<file path="src/rtl/bcd_display_pkg.sv">
// Shared definitions for the BCD seven-segment display driver.
// Contents:
//   - converter geometry (data width, driven displays, internal BCD digits)
//   - FSM state type
//   - active-low segment patterns, bit order {g,f,e,d,c,b,a}, 0 = lit
package bcd_display_pkg;

    localparam int unsigned DATA_WIDTH = 32;
    localparam int unsigned DIGITS     = 8;
    // ceil(DATA_WIDTH * log10(2)) digits hold any 32-bit value
    localparam int unsigned BCD_DIGITS = 10;

    typedef enum logic [1:0] {
        StIdle,
        StConvert,
        StLoad
    } state_e;

    localparam logic [6:0] SEG_BLANK = 7'b1111111;
    localparam logic [6:0] SEG_DASH  = 7'b0111111;
    localparam logic [6:0] SEG_0     = 7'b1000000;
    localparam logic [6:0] SEG_1     = 7'b1111001;
    localparam logic [6:0] SEG_2     = 7'b0100100;
    localparam logic [6:0] SEG_3     = 7'b0110000;
    localparam logic [6:0] SEG_4     = 7'b0011001;
    localparam logic [6:0] SEG_5     = 7'b0010010;
    localparam logic [6:0] SEG_6     = 7'b0000010;
    localparam logic [6:0] SEG_7     = 7'b1111000;
    localparam logic [6:0] SEG_8     = 7'b0000000;
    localparam logic [6:0] SEG_9     = 7'b0010000;

endpackage

</file>
<file path="src/rtl/seg7_encoder.sv">
// Combinational BCD digit to active-low seven-segment pattern.
// Ports:
//   bcd_i   - 4-bit BCD digit
//   blank_i - force the display dark (leading-zero blanking)
//   seg_o   - segments {g,f,e,d,c,b,a}, 0 = lit
module seg7_encoder
    import bcd_display_pkg::*;
(
    input  logic [3:0] bcd_i,
    input  logic       blank_i,
    output logic [6:0] seg_o
);

    always_comb begin
        seg_o = SEG_BLANK;
        if (!blank_i) begin
            case (bcd_i)
                4'd0:    seg_o = SEG_0;
                4'd1:    seg_o = SEG_1;
                4'd2:    seg_o = SEG_2;
                4'd3:    seg_o = SEG_3;
                4'd4:    seg_o = SEG_4;
                4'd5:    seg_o = SEG_5;
                4'd6:    seg_o = SEG_6;
                4'd7:    seg_o = SEG_7;
                4'd8:    seg_o = SEG_8;
                4'd9:    seg_o = SEG_9;
                // Non-BCD codes cannot come out of the converter; show a dash if they do.
                default: seg_o = SEG_DASH;
            endcase
        end
    end

endmodule

</file>
<file path="src/rtl/bcd_display_driver.sv">
// Captures a 32-bit unsigned value on a one-cycle strobe, converts it to BCD with an
// iterative shift-add-3 engine (one bit per cycle) and drives eight active-low
// seven-segment displays with leading-zero blanking and an all-dash overflow pattern.
// Ports:
//   clock            - processor clock, rising edge
//   reset            - synchronous active-low reset
//   out_valid        - strobe: out_data holds a new value
//   out_data         - value to display
//   busy             - conversion or display load in progress (registered state)
//   Display0..7      - active-low segments {g,f,e,d,c,b,a}, Display0 = least significant
module bcd_display_driver
    import bcd_display_pkg::*;
(
    input  logic                  clock,
    input  logic                  reset,
    input  logic                  out_valid,
    input  logic [DATA_WIDTH-1:0] out_data,
    output logic                  busy,
    output logic [6:0]            Display0,
    output logic [6:0]            Display1,
    output logic [6:0]            Display2,
    output logic [6:0]            Display3,
    output logic [6:0]            Display4,
    output logic [6:0]            Display5,
    output logic [6:0]            Display6,
    output logic [6:0]            Display7
);

    localparam int unsigned CntW   = $clog2(DATA_WIDTH);
    localparam int unsigned BcdW   = 4 * BCD_DIGITS;
    localparam logic [CntW-1:0] CntMax = CntW'(DATA_WIDTH - 1);

    state_e                        state_q, state_d;
    logic [DATA_WIDTH-1:0]         shift_q, shift_d;
    logic [BcdW-1:0]               bcd_q, bcd_d;
    logic [BcdW-1:0]               bcd_adj;
    logic [CntW-1:0]               cnt_q, cnt_d;
    logic [DATA_WIDTH-1:0]         pend_q, pend_d;
    logic                          pend_vld_q, pend_vld_d;
    logic [DIGITS-1:0][6:0]        disp_q, disp_d;
    logic [DIGITS-1:0][6:0]        enc_seg;
    logic [DIGITS-1:0]             blank;
    logic                          overflow;

    // Add-3 correction applied to every nibble before the shift.
    always_comb begin
        bcd_adj = bcd_q;
        for (int i = 0; i < int'(BCD_DIGITS); i++) begin
            if (bcd_q[4*i +: 4] >= 4'd5) begin
                bcd_adj[4*i +: 4] = bcd_q[4*i +: 4] + 4'd3;
            end
        end
    end

    // A digit is blank when it and every digit above it are zero; Display0 never blanks.
    always_comb begin
        logic nz_above;
        nz_above = 1'b0;
        blank    = '0;
        for (int i = int'(DIGITS) - 1; i >= 1; i--) begin
            nz_above = nz_above | (bcd_q[4*i +: 4] != 4'd0);
            blank[i] = ~nz_above;
        end
    end

    assign overflow = |bcd_q[BcdW-1 : 4*DIGITS];

    for (genvar g = 0; g < int'(DIGITS); g++) begin : gen_enc
        seg7_encoder u_enc (
            .bcd_i   (bcd_q[4*g +: 4]),
            .blank_i (blank[g]),
            .seg_o   (enc_seg[g])
        );
    end

    always_comb begin
        state_d    = state_q;
        shift_d    = shift_q;
        bcd_d      = bcd_q;
        cnt_d      = cnt_q;
        pend_d     = pend_q;
        pend_vld_d = pend_vld_q;
        disp_d     = disp_q;

        unique case (state_q)
            StIdle: begin
                if (out_valid) begin
                    shift_d = out_data;
                    bcd_d   = '0;
                    cnt_d   = CntMax;
                    state_d = StConvert;
                end
            end

            StConvert: begin
                {bcd_d, shift_d} = {bcd_adj, shift_q} << 1;
                cnt_d            = cnt_q - 1'b1;
                if (cnt_q == '0) begin
                    state_d = StLoad;
                end
                // Last strobe wins; earlier pending values are dropped.
                if (out_valid) begin
                    pend_d     = out_data;
                    pend_vld_d = 1'b1;
                end
            end

            StLoad: begin
                for (int i = 0; i < int'(DIGITS); i++) begin
                    disp_d[i] = overflow ? SEG_DASH : enc_seg[i];
                end
                // A strobe in this cycle is newer than any pending value and starts directly.
                if (out_valid || pend_vld_q) begin
                    shift_d    = out_valid ? out_data : pend_q;
                    bcd_d      = '0;
                    cnt_d      = CntMax;
                    pend_vld_d = 1'b0;
                    state_d    = StConvert;
                end else begin
                    state_d = StIdle;
                end
            end

            default: state_d = StIdle;
        endcase
    end

    always_ff @(posedge clock) begin
        if (!reset) begin
            state_q    <= StIdle;
            shift_q    <= '0;
            bcd_q      <= '0;
            cnt_q      <= '0;
            pend_q     <= '0;
            pend_vld_q <= 1'b0;
            disp_q     <= {{(DIGITS - 1){SEG_BLANK}}, SEG_0};
        end else begin
            state_q    <= state_d;
            shift_q    <= shift_d;
            bcd_q      <= bcd_d;
            cnt_q      <= cnt_d;
            pend_q     <= pend_d;
            pend_vld_q <= pend_vld_d;
            disp_q     <= disp_d;
        end
    end

    assign busy     = (state_q != StIdle);
    assign Display0 = disp_q[0];
    assign Display1 = disp_q[1];
    assign Display2 = disp_q[2];
    assign Display3 = disp_q[3];
    assign Display4 = disp_q[4];
    assign Display5 = disp_q[5];
    assign Display6 = disp_q[6];
    assign Display7 = disp_q[7];

endmodule

</file>
<file path="config.mk">
export PLATFORM = sky130hd
export DESIGN_NAME = bcd_display_driver
export DESIGN_NICKNAME = d
export VERILOG_FILES = /design/src/rtl/bcd_display_pkg.sv /design/src/rtl/seg7_encoder.sv /design/src/rtl/bcd_display_driver.sv
export SDC_FILE = /design/constraint.sdc
export NUM_CORES = 1
export LEC_CHECK = 0
export ABC_AREA = 0
export BUFFER_PORTS_ARGS = -buffer_cell sky130_fd_sc_hd__buf_2
export CORE_ASPECT_RATIO = 1.4
export CORE_MARGIN = 2
export CORE_UTILIZATION = 62
export CTS_BUF_LIST = sky130_fd_sc_hd__clkbuf_8
export CTS_CLUSTER_SIZE = 28
export DETAILED_ROUTE_END_ITERATION = 8
export GPL_ROUTABILITY_DRIVEN = 0
export GPL_TIMING_DRIVEN = 0
export PLACE_DENSITY = 0.79
export SYNTH_ARGS = -nofsm -noshare
export SYNTH_HDL_FRONTEND = slang
export SYNTH_SLANG_ARGS = --single-unit
</file>
<file path="constraint.sdc">
create_clock -name clock -period 3.6 [get_ports clock]
set_input_delay 0.72 -clock clock [delete_from_list [all_inputs] [get_ports clock]]
set_output_delay 0.72 -clock clock [all_outputs]
set_load 0.005 [all_outputs]
</file>
## Yosys cells after proc, flatten, opt, wreduce, memory -nomap -nowiden

Memory sizes are Yosys's and may differ from the RTL's. A register that Yosys moved wholly into a read port is not among the register bits.
Cells that the tools add are included.

- Input bits: 35
- Word-level logic and storage cells: 130
- Bits in registers: 168
- Memories: 8
- Memory bits (read-only): 896
- Output and inout port bits: 57

Memory list:

| name | depth | width | rd ports | clocked after memory_dff | write ports | RTL line | text |
|---|---|---|---|---|---|---|---|
| (no name shown) | 16 | 7 | 1 | 1 | 0 | seg7_encoder.sv:17 | `case (bcd_i)` |
| (no name shown) | 16 | 7 | 1 | 1 | 0 | seg7_encoder.sv:17 |  |
| (no name shown) | 16 | 7 | 1 | 1 | 0 | seg7_encoder.sv:17 |  |
| (no name shown) | 16 | 7 | 1 | 1 | 0 | seg7_encoder.sv:17 |  |
| (no name shown) | 16 | 7 | 1 | 1 | 0 | seg7_encoder.sv:17 |  |
| (no name shown) | 16 | 7 | 1 | 1 | 0 | seg7_encoder.sv:17 |  |
| +2 memories | - | - | - | - | - | - |  |

- Multiplexer cells: 58
- Equal/unequal tests: 6
- Reductions and logical operators: 17
- Bitwise operators: 6
- Magnitude comparators: 10
- Add/subtract/negate cells: 11

Operators with widths:

| operator | number |
|---|---|
| 40-bit case mux with 3 select lines | 1 |
| 7-bit 2-to-1 mux | 15 |
| 4-bit 2-to-1 mux | 25 |
| 32-bit 2-to-1 mux | 3 |
| 32-bit case mux with 3 select lines | 1 |
| 40-bit 2-to-1 mux | 2 |
| 4-bit by 3-bit greater-or-equal comparator with 1-bit output, second input constant | 10 |
| 4-bit by 2-bit adder with 4-bit output, second input constant | 9 |
| 4-bit nonzero test | 7 |
| 5-bit case mux with 3 select lines | 1 |
| 5-bit 2-to-1 mux | 2 |
| 2-bit inequality test, second input constant | 4 |
| 8-bit OR reduction | 1 |
| 1-bit bitwise OR | 6 |
| 2-bit case mux with 3 select lines | 1 |
| 3-bit AND reduction | 2 |
| 5-bit logical NOT | 1 |
| 5-bit by 1-bit subtractor with 5-bit output, second input constant | 1 |
| 2-bit 2-to-1 mux | 2 |
| 2-bit nonzero test | 2 |
| 3-bit by 2-bit adder with 3-bit output, second input constant | 1 |
| 1-bit 2-to-1 mux | 3 |
| 3-bit 2-to-1 mux | 1 |
| 3-bit nonzero test | 1 |
| 6 further kinds | 6 |

## Logic depth before layout (Yosys ltp)

Gate-level depths: netlist of run 1.

- Depth after elaboration: 9
- Depth in mapped cells: 14
- Gate-level depth less buffers: 12

## Cells and area by module

A second synthesis of run 1 with hierarchy kept.

- Cell total of the unflattened synthesis: 1,173
- Area total of the unflattened synthesis: 9,569.2 um^2

Modules (own cells, without submodules):

| module | cells each | sequential area each (um^2) | times used | area an instance (um^2) |
|---|---|---|---|---|
| bcd_display_driver | 905 | 3,363.2 | 1 | 7,763.7 |
| seg7_encoder at gen_enc[4].u_enc ... | 33 | 0.0 | 4 | 225.2 |
| seg7_encoder at gen_enc[1].u_enc ... | 35 | 0.0 | 2 | 235.2 |
| seg7_encoder at gen_enc[2].u_enc | 35 | 0.0 | 1 | 232.7 |
| seg7_encoder at gen_enc[0].u_enc | 31 | 0.0 | 1 | 201.4 |

## Worst setup path after synthesis of run 1

Ideal clock, no wire load.

- Kind: input to register
- Start point: input out_valid
- End point: register (tool-made name)
- Data arrival time: 2.746 ns
- Setup time: 0.116 ns
- Stages on the path: 10
- Required time: 3.484 ns
- Setup slack: 0.738 ns
- Path through: buf_2 nand2b_1 o21ai_2 buf_4 buf_2 o32ai_1 inv_1 ha_1 or4_1 o211a_1

RTL lines:

| item | RTL line | text |
|---|---|---|
| from (decl) | bcd_display_driver.sv:16 | `input logic out_valid,` |

==> results.tsv, run 1 <==
metric	value	unit
status	finished, final reports clean	
final setup violation count	0	
syn avg cell area	8.53	µm²
max_cap viols	0	
WS Path Type	reg2reg	
commonest cells after routing, fill and taps aside	dfxtp_1, nand2_1, buf_2, nor2_1, a21oi_1	
first-pass GRT wire length	46.8	mm
final worst path period need	3.42	ns
register area share after synthesis	41.0	%
Critical Path Fanout Max	10	
Slowest Stage Delay on Critical Path	0.43	ns
startpoint types	register	
Data arrival, critical path	3.87	ns
total grt overflow	0	
die area	0.0187	mm²
hold_buf cts	0	
Rows	57	
Tot GR Track Use	31.3	%
Worst path most repeated cell	ha_1	
Final Cycle Share	95.0	%
CTS tree	yes	
Power Density	571	mW/mm²
Crit-path slowest cell	dfxtp_1	
min-delay src	out_data[21]	
initial core utilization	63.1	%
Max Fclk	292	MHz
Clock Tree Buf Depth	3	
area of the multi-input gates	0.00582	mm²
Final nets	1518	
Setup Skew	0.0136	ns
FF+latch count, synth	224	
Final Hold Viols	0	
initial antenna violation count	0	
clk_lat worst skew	0.53	ns
placed insts	1607	
cell area after layout	0.0124	mm²
final setup TNS	0	ns
hold path cells	3	
worst path required time	4.05	ns
EDFF count, synth	0	
worst slew pin tran	0.902	ns
via count	10100	
Post-Synthesis Cells	1282	
DR WL/cell	17.6	µm
Clock transition at path regs	0.06	ns
DRC	0	
drt initial violations	835	
Port Buf Inserts	89	
Die X	116	µm
CTS sink cnt	224	
RSZ-0062 raised after global routing	false	
CTS root buffer	clkbuf_8	
IO Count	92	
Ant. Diodes	0	
CP bufs+invs	4	
fraction of layout cells with a size suffix above 1	13.0	%
Yosys warnings	0	
ys flop type	dfxtp_1	
Netlist Area Pre-Place	0.0109	mm²
area grow syn2layout	13.4	%
Final ANT Viol Nets	0	
Non-Filler Instances	1667	
Worst Hold End	pend_q[21]	
Vert. Die Dim	161	µm
post-synthesis net count	1392	
Total Wirelength	29.3	mm
fillers	1410	
Leak	5.04	nW
commonest non-fill, non-tap cell in the layout	dfxtp_1	
H-tree levels	2	
worst min path class	in2reg	
DR pass1 iterations	6	
HPWL after detailed placement	21.0	mm
CP Capture Type	register	
number of global-route vias before repair	9655	
post-placement cell area	0.0117	mm²
reg2reg path depth	13	
asr flop ratio synth	0	%
Max rail drop VDD	0.000410	V
vias per cell	6.03	
cts bufs inserted	35	
post-synthesis cell type count	73	
worst reg2reg setup slack	0.18	ns
register area	0.00448	mm²
largest net degree at the start of global routing	11	
Core Region	0.0173	mm²
critical path cell sequence	inv_1 -> ha_1 -> and2b_2 -> o21ai_2 -> and2_1 -> buf_6 -> buf_2 -> clkbuf_4 -> a22oi_1 -> nor2_1 -> ha_1 -> or3_1 -> a21oi_1	
Final Max Slew Viols	0	
Rel. slew slack	39.9	%
worst r2r src	state_q[0]	
CP delay by family, top	simple AND/OR/NAND/NOR gates	
where the power goes:
group / switching [W] / total (W) / internal, W
Sequential: 0.000142 / 0.00287 / 0.00273
Clock: 0.000996 / 0.00224 / 0.00124
Combinational: 0.00137 / 0.00197 / 0.000605
Total: 0.00250 / 0.00708 / 0.00458
worst max path at each step:
| stage | startpoint | endpoint | slack (ns) | cells after the start |
|---|---|---|---|---|
| 5_1_grt | state_q[0] | register | 0.04 | 13 |
| 4_1_cts | state_q[0] | register | 0.19 | 13 |
| 2_1_floorplan | out_valid | register | 0.74 | 10 |
| 3_5_place_dp | reset | register | 0.04 | 8 |
| 3_3_place_gp | reset | register | 0.002 | 8 |
| 6_report | state_q[0] | register | 0.18 | 13 |
Yosys cell counts, types with 8 or more instances:
library cell / instances / share of area (%)
a211oi_1: 15 / 1.0
a21oi_1: 91 / 4.2
a221oi_1: 40 / 3.2
a22o_1: 39 / 3.1
a22oi_1: 14 / 0.96
a31oi_1: 10 / 0.57
and2_1: 13 / 0.74
and3_1: 12 / 0.69
buf_1: 12 / 0.41
buf_2: 15 / 0.69
clkbuf_1: 55 / 1.9
dfxtp_1: 224 / 41
ha_1: 75 / 8.6
inv_1: 73 / 2.5
mux2i_1: 13 / 1.2
nand2_1: 160 / 5.5
nand2b_1: 17 / 0.97
nand3_1: 17 / 0.78
nand4_1: 8 / 0.46
nor2_1: 97 / 3.3
nor2b_1: 8 / 0.46
nor3_1: 44 / 2.0
o21ai_0: 54 / 2.5
o22ai_1: 45 / 2.6
o32ai_1: 11 / 0.88
xnor2_1: 9 / 0.72
stage by stage:
stage                     total power [W]  hold WS [ns]  util [%]  setup WS [ns]
after global routing              0.00740         0.442      71.6         0.0386
after detailed placement          0.00485         0.438      67.4         0.0425
after CTS                         0.00707         0.434      71.6          0.187
after global placement            0.00481         0.432      67.4        0.00166
after floorplan                   0.00422         0.424         -          0.738
final                             0.00708         0.439      71.6          0.181
timing repair:
action,4_1_cts,5_1_grt
endpoints found under the setup margin,0,1
setup buffers,0,0
gates resized for setup,0,1
cell type report:
type,instances,area share (%)
buffer,85,2.86
clock buffer,44,4.88
tap,236,2.38
inverter,74,2.24
clock inverter,16,0.958
sequential,224,36.2
multi-input combinational,899,46.9
timing repair buffer,89,3.59
worst reg2reg max path: cells and delay by family, from the launching register on:
kind                     cells  cell delay, ns
AO/OA/AOI/OAI                3            0.46
adder cells (fa/ha/maj)      2            0.56
flip-flops                   1            0.43
AND/OR/NAND/NOR              4            1.01
buffers and inverters        4            0.87
cells by family (layout without fill, tap and decap cells):
group | Yosys count | in the layout | synth area share, %
compound gates | 394 | 394 | 25.3
xor+xnor | 9 | 9 | 0.721
fa+ha+maj | 75 | 75 | 8.58
buf+inv | 159 | 308 | 5.77
flops | 224 | 224 | 41.0
mux | 14 | 14 | 1.29
simple gates | 407 | 407 | 17.3
routing by layer:
layer  wire length, µm  GRT usage (%)  vias up
met1             11100           35.3     4686
li1                  -              -     4861
met5                 0              0        -
met2             14500           54.9      396
met3              1970           4.99      110
met4              1640           17.7        0
Note: power is estimated with default switching activity, not from simulation.
==> run 2: changes to the inputs <==
REMOVE_ABC_BUFFERS = 1   (was not set)
==> results.tsv, run 2 (synthesis results as in run 1) <==
metric	value	unit	change
status	finished, final reports clean		
Clock Tree Buf Depth	3		unchanged
Power Density	571	mW/mm²	about the same
final worst path period need	3.44	ns	+0.0233 ns
CTS sink cnt	224		unchanged
cts bufs inserted	34		-2.9%
WS Path Type	reg2reg		
pre-CTS setup slack	-0.859	ns	-0.902 ns
Max Fclk	290	MHz	-0.68%
Total Wirelength	25.9	mm	-12%
fillers	1380		-2.1%
CP Capture Type	register		
initial antenna violation count	0		unchanged
clk_lat worst skew	0.53	ns	about the same
Vert. Die Dim	161	µm	unchanged
number of global-route vias before repair	9242		-4.3%
Data arrival, critical path	3.84	ns	-0.03 ns
Ant. Diodes	0		unchanged
Rows	57		unchanged
Rel. slew slack	13.4	%	-26 points
IO Count	92		unchanged
fin util	71.6	%	about the same
Port Buf Inserts	91		+2.2%
worst min path class	in2reg		
worst slew pin tran	1.30	ns	+0.397 ns
total grt overflow	0		unchanged
drt initial violations	609		-27%
H-tree levels	2		unchanged
DR pass1 iterations	5		-1
max_cap viols	0		unchanged
commonest non-fill, non-tap cell in the layout	dfxtp_1		
area grow syn2layout	13.5	%	about the same
Die X	116	µm	unchanged
Leak	5.01	nW	-0.54%
Setup Skew	0.0218	ns	+0.00829 ns
DR WL/cell	16.2	µm	-7.7%
Max rail drop VDD	0.000448	V	+9.2%
Final Cycle Share	95.6	%	+0.65 points
largest net degree at the start of global routing	127		+116
fraction of layout cells with a size suffix above 1	14.4	%	+1.4 points
worst setup margin	0.157	ns	-0.0233 ns
CTS root buffer	clkbuf_8		
DRC	0		unchanged
initial core utilization	63.1	%	unchanged
Final nets	1446		-4.7%
Final Hold Viols	0		unchanged
final setup violation count	0		unchanged
CTS tree	yes		
via count	9634		-4.2%
Tot GR Track Use	27.3	%	-3.9 points
vias per cell	6.04		+0.16%
Critical Path Fanout Max	37		+27
Core Region	0.0173	mm²	unchanged
Final Max Slew Viols	0		unchanged
first-pass GRT wire length	42.7	mm	-8.8%
die area	0.0187	mm²	unchanged
Final ANT Viol Nets	0		unchanged
HPWL after detailed placement	16.5	mm	-21%
Clock transition at path regs	0.06	ns	about the same
worst path required time	4.00	ns	-0.05 ns
startpoint types	register		
commonest cells after routing, fill and taps aside	dfxtp_1, nand2_1, nor2_1, a21oi_1, buf_2		
[run 2: changes by cell type in the layout (fill, tap and decap cells not counted), sizes merged]
cell and delta:
inv -2, a21oi +1, buf -17, clkbuf -53
and2 +1, clkinv -3, bufinv +1
[run 2: final timing paths]
kind                      from     endpoint  depth (start not counted)  slack [ns]
setup / recovery    state_q[0]     register                         12        0.16
hold / removal    out_data[23]   pend_q[23]                          3        0.45
setup reg to reg    state_q[0]     register                         12        0.16
hold reg to reg       register  Display1[2]                          2        0.45
[run 2: layout make-up]
class / instances / area [µm²] / share of cell area (%)
Clock inverter: 12 / 101 / 0.817
Multi-Input combinational cell: 901 / 5940 / 47.9
Inverter: 74 / 292 / 2.35
Timing Repair Buffer: 101 / 651 / 5.24
Sequential cell: 224 / 4480 / 36.1
Clock buffer: 47 / 647 / 5.21
Tap cell: 236 / 295 / 2.38
[run 2: per-stage QoR]
| step | instances | hold WS [ns] | TNS (ns) | instance area (µm²) | total power, W |
|---|---|---|---|---|---|
| global placement | 1524 | 0.431 | -660.30 | 11300 | 0.00462 |
| floorplan | 1197 | 0.424 | -101.64 | 10600 | 0.00408 |
| finish | 1595 | 0.447 | 0 | 12400 | 0.00709 |
| detailed placement | 1532 | 0.436 | -21.88 | 11500 | 0.00480 |
| global route | 1595 | 0.446 | -0.0180 | 12400 | 0.00744 |
| CTS | 1593 | 0.433 | 0 | 12300 | 0.00708 |
[run 2: where the power goes]
part	internal [W]	leakage (nW)	total, W	switching, W
clock network	0.00130	0.415	0.00225	0.000945
registers	0.00273	1.82	0.00288	0.000147
logic	0.000661	2.77	0.00196	0.00130
[run 2: metal layers]
| layer | global-route usage, % | part of all wire [%] | up-vias |
|---|---|---|---|
| met5 | 0 | 0 | - |
| met4 | 10.1 | 2.5 | 0 |
| met3 | 4.50 | 5.1 | 50 |
| met2 | 48.9 | 52 | 255 |
| met1 | 32.3 | 41 | 4606 |
| li1 | - | - | 4723 |
[run 2: timing repair]
action / CTS / global route
pin swaps: 2 / 2
gates cloned: 2 / 0
endpoints found under the setup margin: 54 / 25
buffers inserted: 0 / 2
hold buffers: 0 / 0
gates resized for setup: 5 / 9
[run 2: critical path: stages, from the launching register on]
cell,delay (ns)
dfxtp_1,0.44
inv_1,0.13
ha_4,0.30
buf_12,0.22
and2b_2,0.25
o21ai_4,0.19
buf_12,0.23
nand3_4,0.23
o32ai_2,0.31
inv_1,0.15
ha_1,0.22
or4_1,0.50
o211a_1,0.13
==> run 3: changes to the inputs <==
PLACE_DENSITY = 0.82   (was 0.79)
==> results.tsv, run 3 (synthesis results as in run 1) <==
metric	value	unit	change
status	finished, final reports clean		
DR WL/cell	15.8	µm	-2.3%
vias per cell	6.03		-0.20%
area of the multi-input gates	0.00586	mm²	-1.4%
fraction of layout cells with a size suffix above 1	13.7	%	-0.71 points
commonest non-fill, non-tap cell in the layout	dfxtp_1		
Final Hold Viols	0		unchanged
max_cap viols	0		unchanged
CTS tree	yes		
cell area after layout	0.0123	mm²	-0.91%
commonest cells after routing, fill and taps aside	dfxtp_1, nand2_1, nor2_1, a21oi_1, buf_2		
initial antenna violation count	0		unchanged
DRC	0		unchanged
Max rail drop VDD	0.000400	V	-11%
Clock Tree Buf Depth	3		unchanged
final worst path period need	3.33	ns	-0.112 ns
Vert. Die Dim	161	µm	unchanged
total grt overflow	0		unchanged
worst setup margin	0.270	ns	+0.112 ns
Clock transition at path regs	0.07	ns	about the same
fillers	1358		-1.6%
HPWL after detailed placement	16.4	mm	-0.37%
first-pass GRT wire length	42.0	mm	-1.5%
CTS root buffer	clkbuf_8		
Final nets	1444		-0.14%
Tot GR Track Use	26.8	%	-0.50 points
die area	0.0187	mm²	unchanged
Critical Path Fanout Max	28		-24%
area grow syn2layout	12.4	%	
hold path cells	2		-1
reg2reg path depth	12		unchanged
startpoint types	register		
cts bufs inserted	35		+2.9%
Power Density	567	mW/mm²	-0.74%
WS Path Type	reg2reg		
Die X	116	µm	unchanged
Port Buf Inserts	91		unchanged
DR pass1 iterations	5		unchanged
worst path required time	4.05	ns	+0.05 ns
CP Capture Type	register		
Final Cycle Share	92.5	%	-3.1 points
IO Count	92		unchanged
H-tree levels	2		unchanged
worst reg2reg setup slack	0.27	ns	+0.11 ns
worst r2r src	state_q[1]		
Core Region	0.0173	mm²	unchanged
Min Hold Slack	0.446	ns	-0.00137 ns
Data arrival, critical path	3.78	ns	-0.06 ns
hold_buf cts	0		unchanged
register area	0.00448	mm²	unchanged
post-placement cell area	0.0115	mm²	unchanged
Total Wirelength	25.2	mm	-2.5%
RSZ-0062 raised after global routing	false		
clk_lat worst skew	0.52	ns	about the same
final setup violation count	0		unchanged
worst slew pin tran	1.28	ns	-0.0185 ns
number of global-route vias before repair	9213		-0.31%
worst min path class	reg2reg		
Final Max Slew Viols	0		unchanged
Max Fclk	300	MHz	+3.4%
Rel. slew slack	14.7	%	+1.2 points
final setup TNS	0	ns	unchanged
CTS sink cnt	224		unchanged
pre-CTS setup slack	-0.744	ns	+0.116 ns
Final ANT Viol Nets	0		unchanged
Rows	57		unchanged
Setup Skew	0.0153	ns	-0.00651 ns
Leak	4.97	nW	-0.68%
initial core utilization	63.1	%	unchanged
fin util	70.9	%	-0.65 points
via count	9597		-0.38%
drt initial violations	650		+6.7%
Ant. Diodes	0		unchanged
Worst Hold End	Display3[0]		
largest net degree at the start of global routing	127		unchanged
[run 3: cell type report]
type	instances	share of cell area, %
inverter	74	2.37
tap	236	2.40
timing repair buffer	100	5.23
sequential	224	36.5
clock buffer	47	5.26
multi-input combinational	899	47.6
clock inverter	12	0.631
[run 3: how the worst max path moves through the flow]
| stage | start | to | slack, ns | cells past startpoint |
|---|---|---|---|---|
| after floorplan | state_q[0] | register | -1.66 | 12 |
| after global placement | reset | gen_enc[0].u_enc.seg_o[0] | -4.93 | 9 |
| after detailed placement | state_q[0] | register | -0.74 | 13 |
| after CTS | state_q[0] | register | 0.15 | 11 |
| after global routing | state_q[1] | register | 0.05 | 12 |
| final | state_q[1] | register | 0.27 | 12 |
[run 3: layer usage]
metal | up-vias | track usage [%] | share of wire, %
met1 | 4548 | 31.0 | 41
met4 | 0 | 9.79 | 2.0
met5 | - | 0 | 0
met2 | 288 | 48.4 | 52
met3 | 52 | 4.95 | 5.2
li1 | 4709 | - | -
[run 3: worst max-delay path, cell delays in order, from the launching register on]
cell and delay [ns]:
dfxtp_1 0.47, inv_1 0.14, ha_1 0.23, or2_1 0.32
o21ai_4 0.22, buf_12 0.22, and2_4 0.41, a22oi_1 0.15
nor2_1 0.24, inv_1 0.12, ha_1 0.24, or3_1 0.37
a21oi_1 0.12
[run 3: where the power goes]
group | leakage (nW) | switching (W) | internal [W]
Clock | 0.404 | 0.000959 | 0.00123
Sequential | 1.82 | 0.000149 | 0.00273
Combinational | 2.75 | 0.00125 | 0.000646
[run 3: per-stage QoR]
stage | std cells | power (W)
global placement | 1524 | 0.00460
finish | 1592 | 0.00697
detailed placement | 1532 | 0.00478
CTS | 1592 | 0.00699
global route | 1592 | 0.00731
floorplan | 1197 | 0.00408
[run 3: timing repair]
item,in CTS,in global routing
pin swaps,1,0
endpoints found under the setup margin,50,12
buffers inserted,1,0
gates resized for setup,2,2
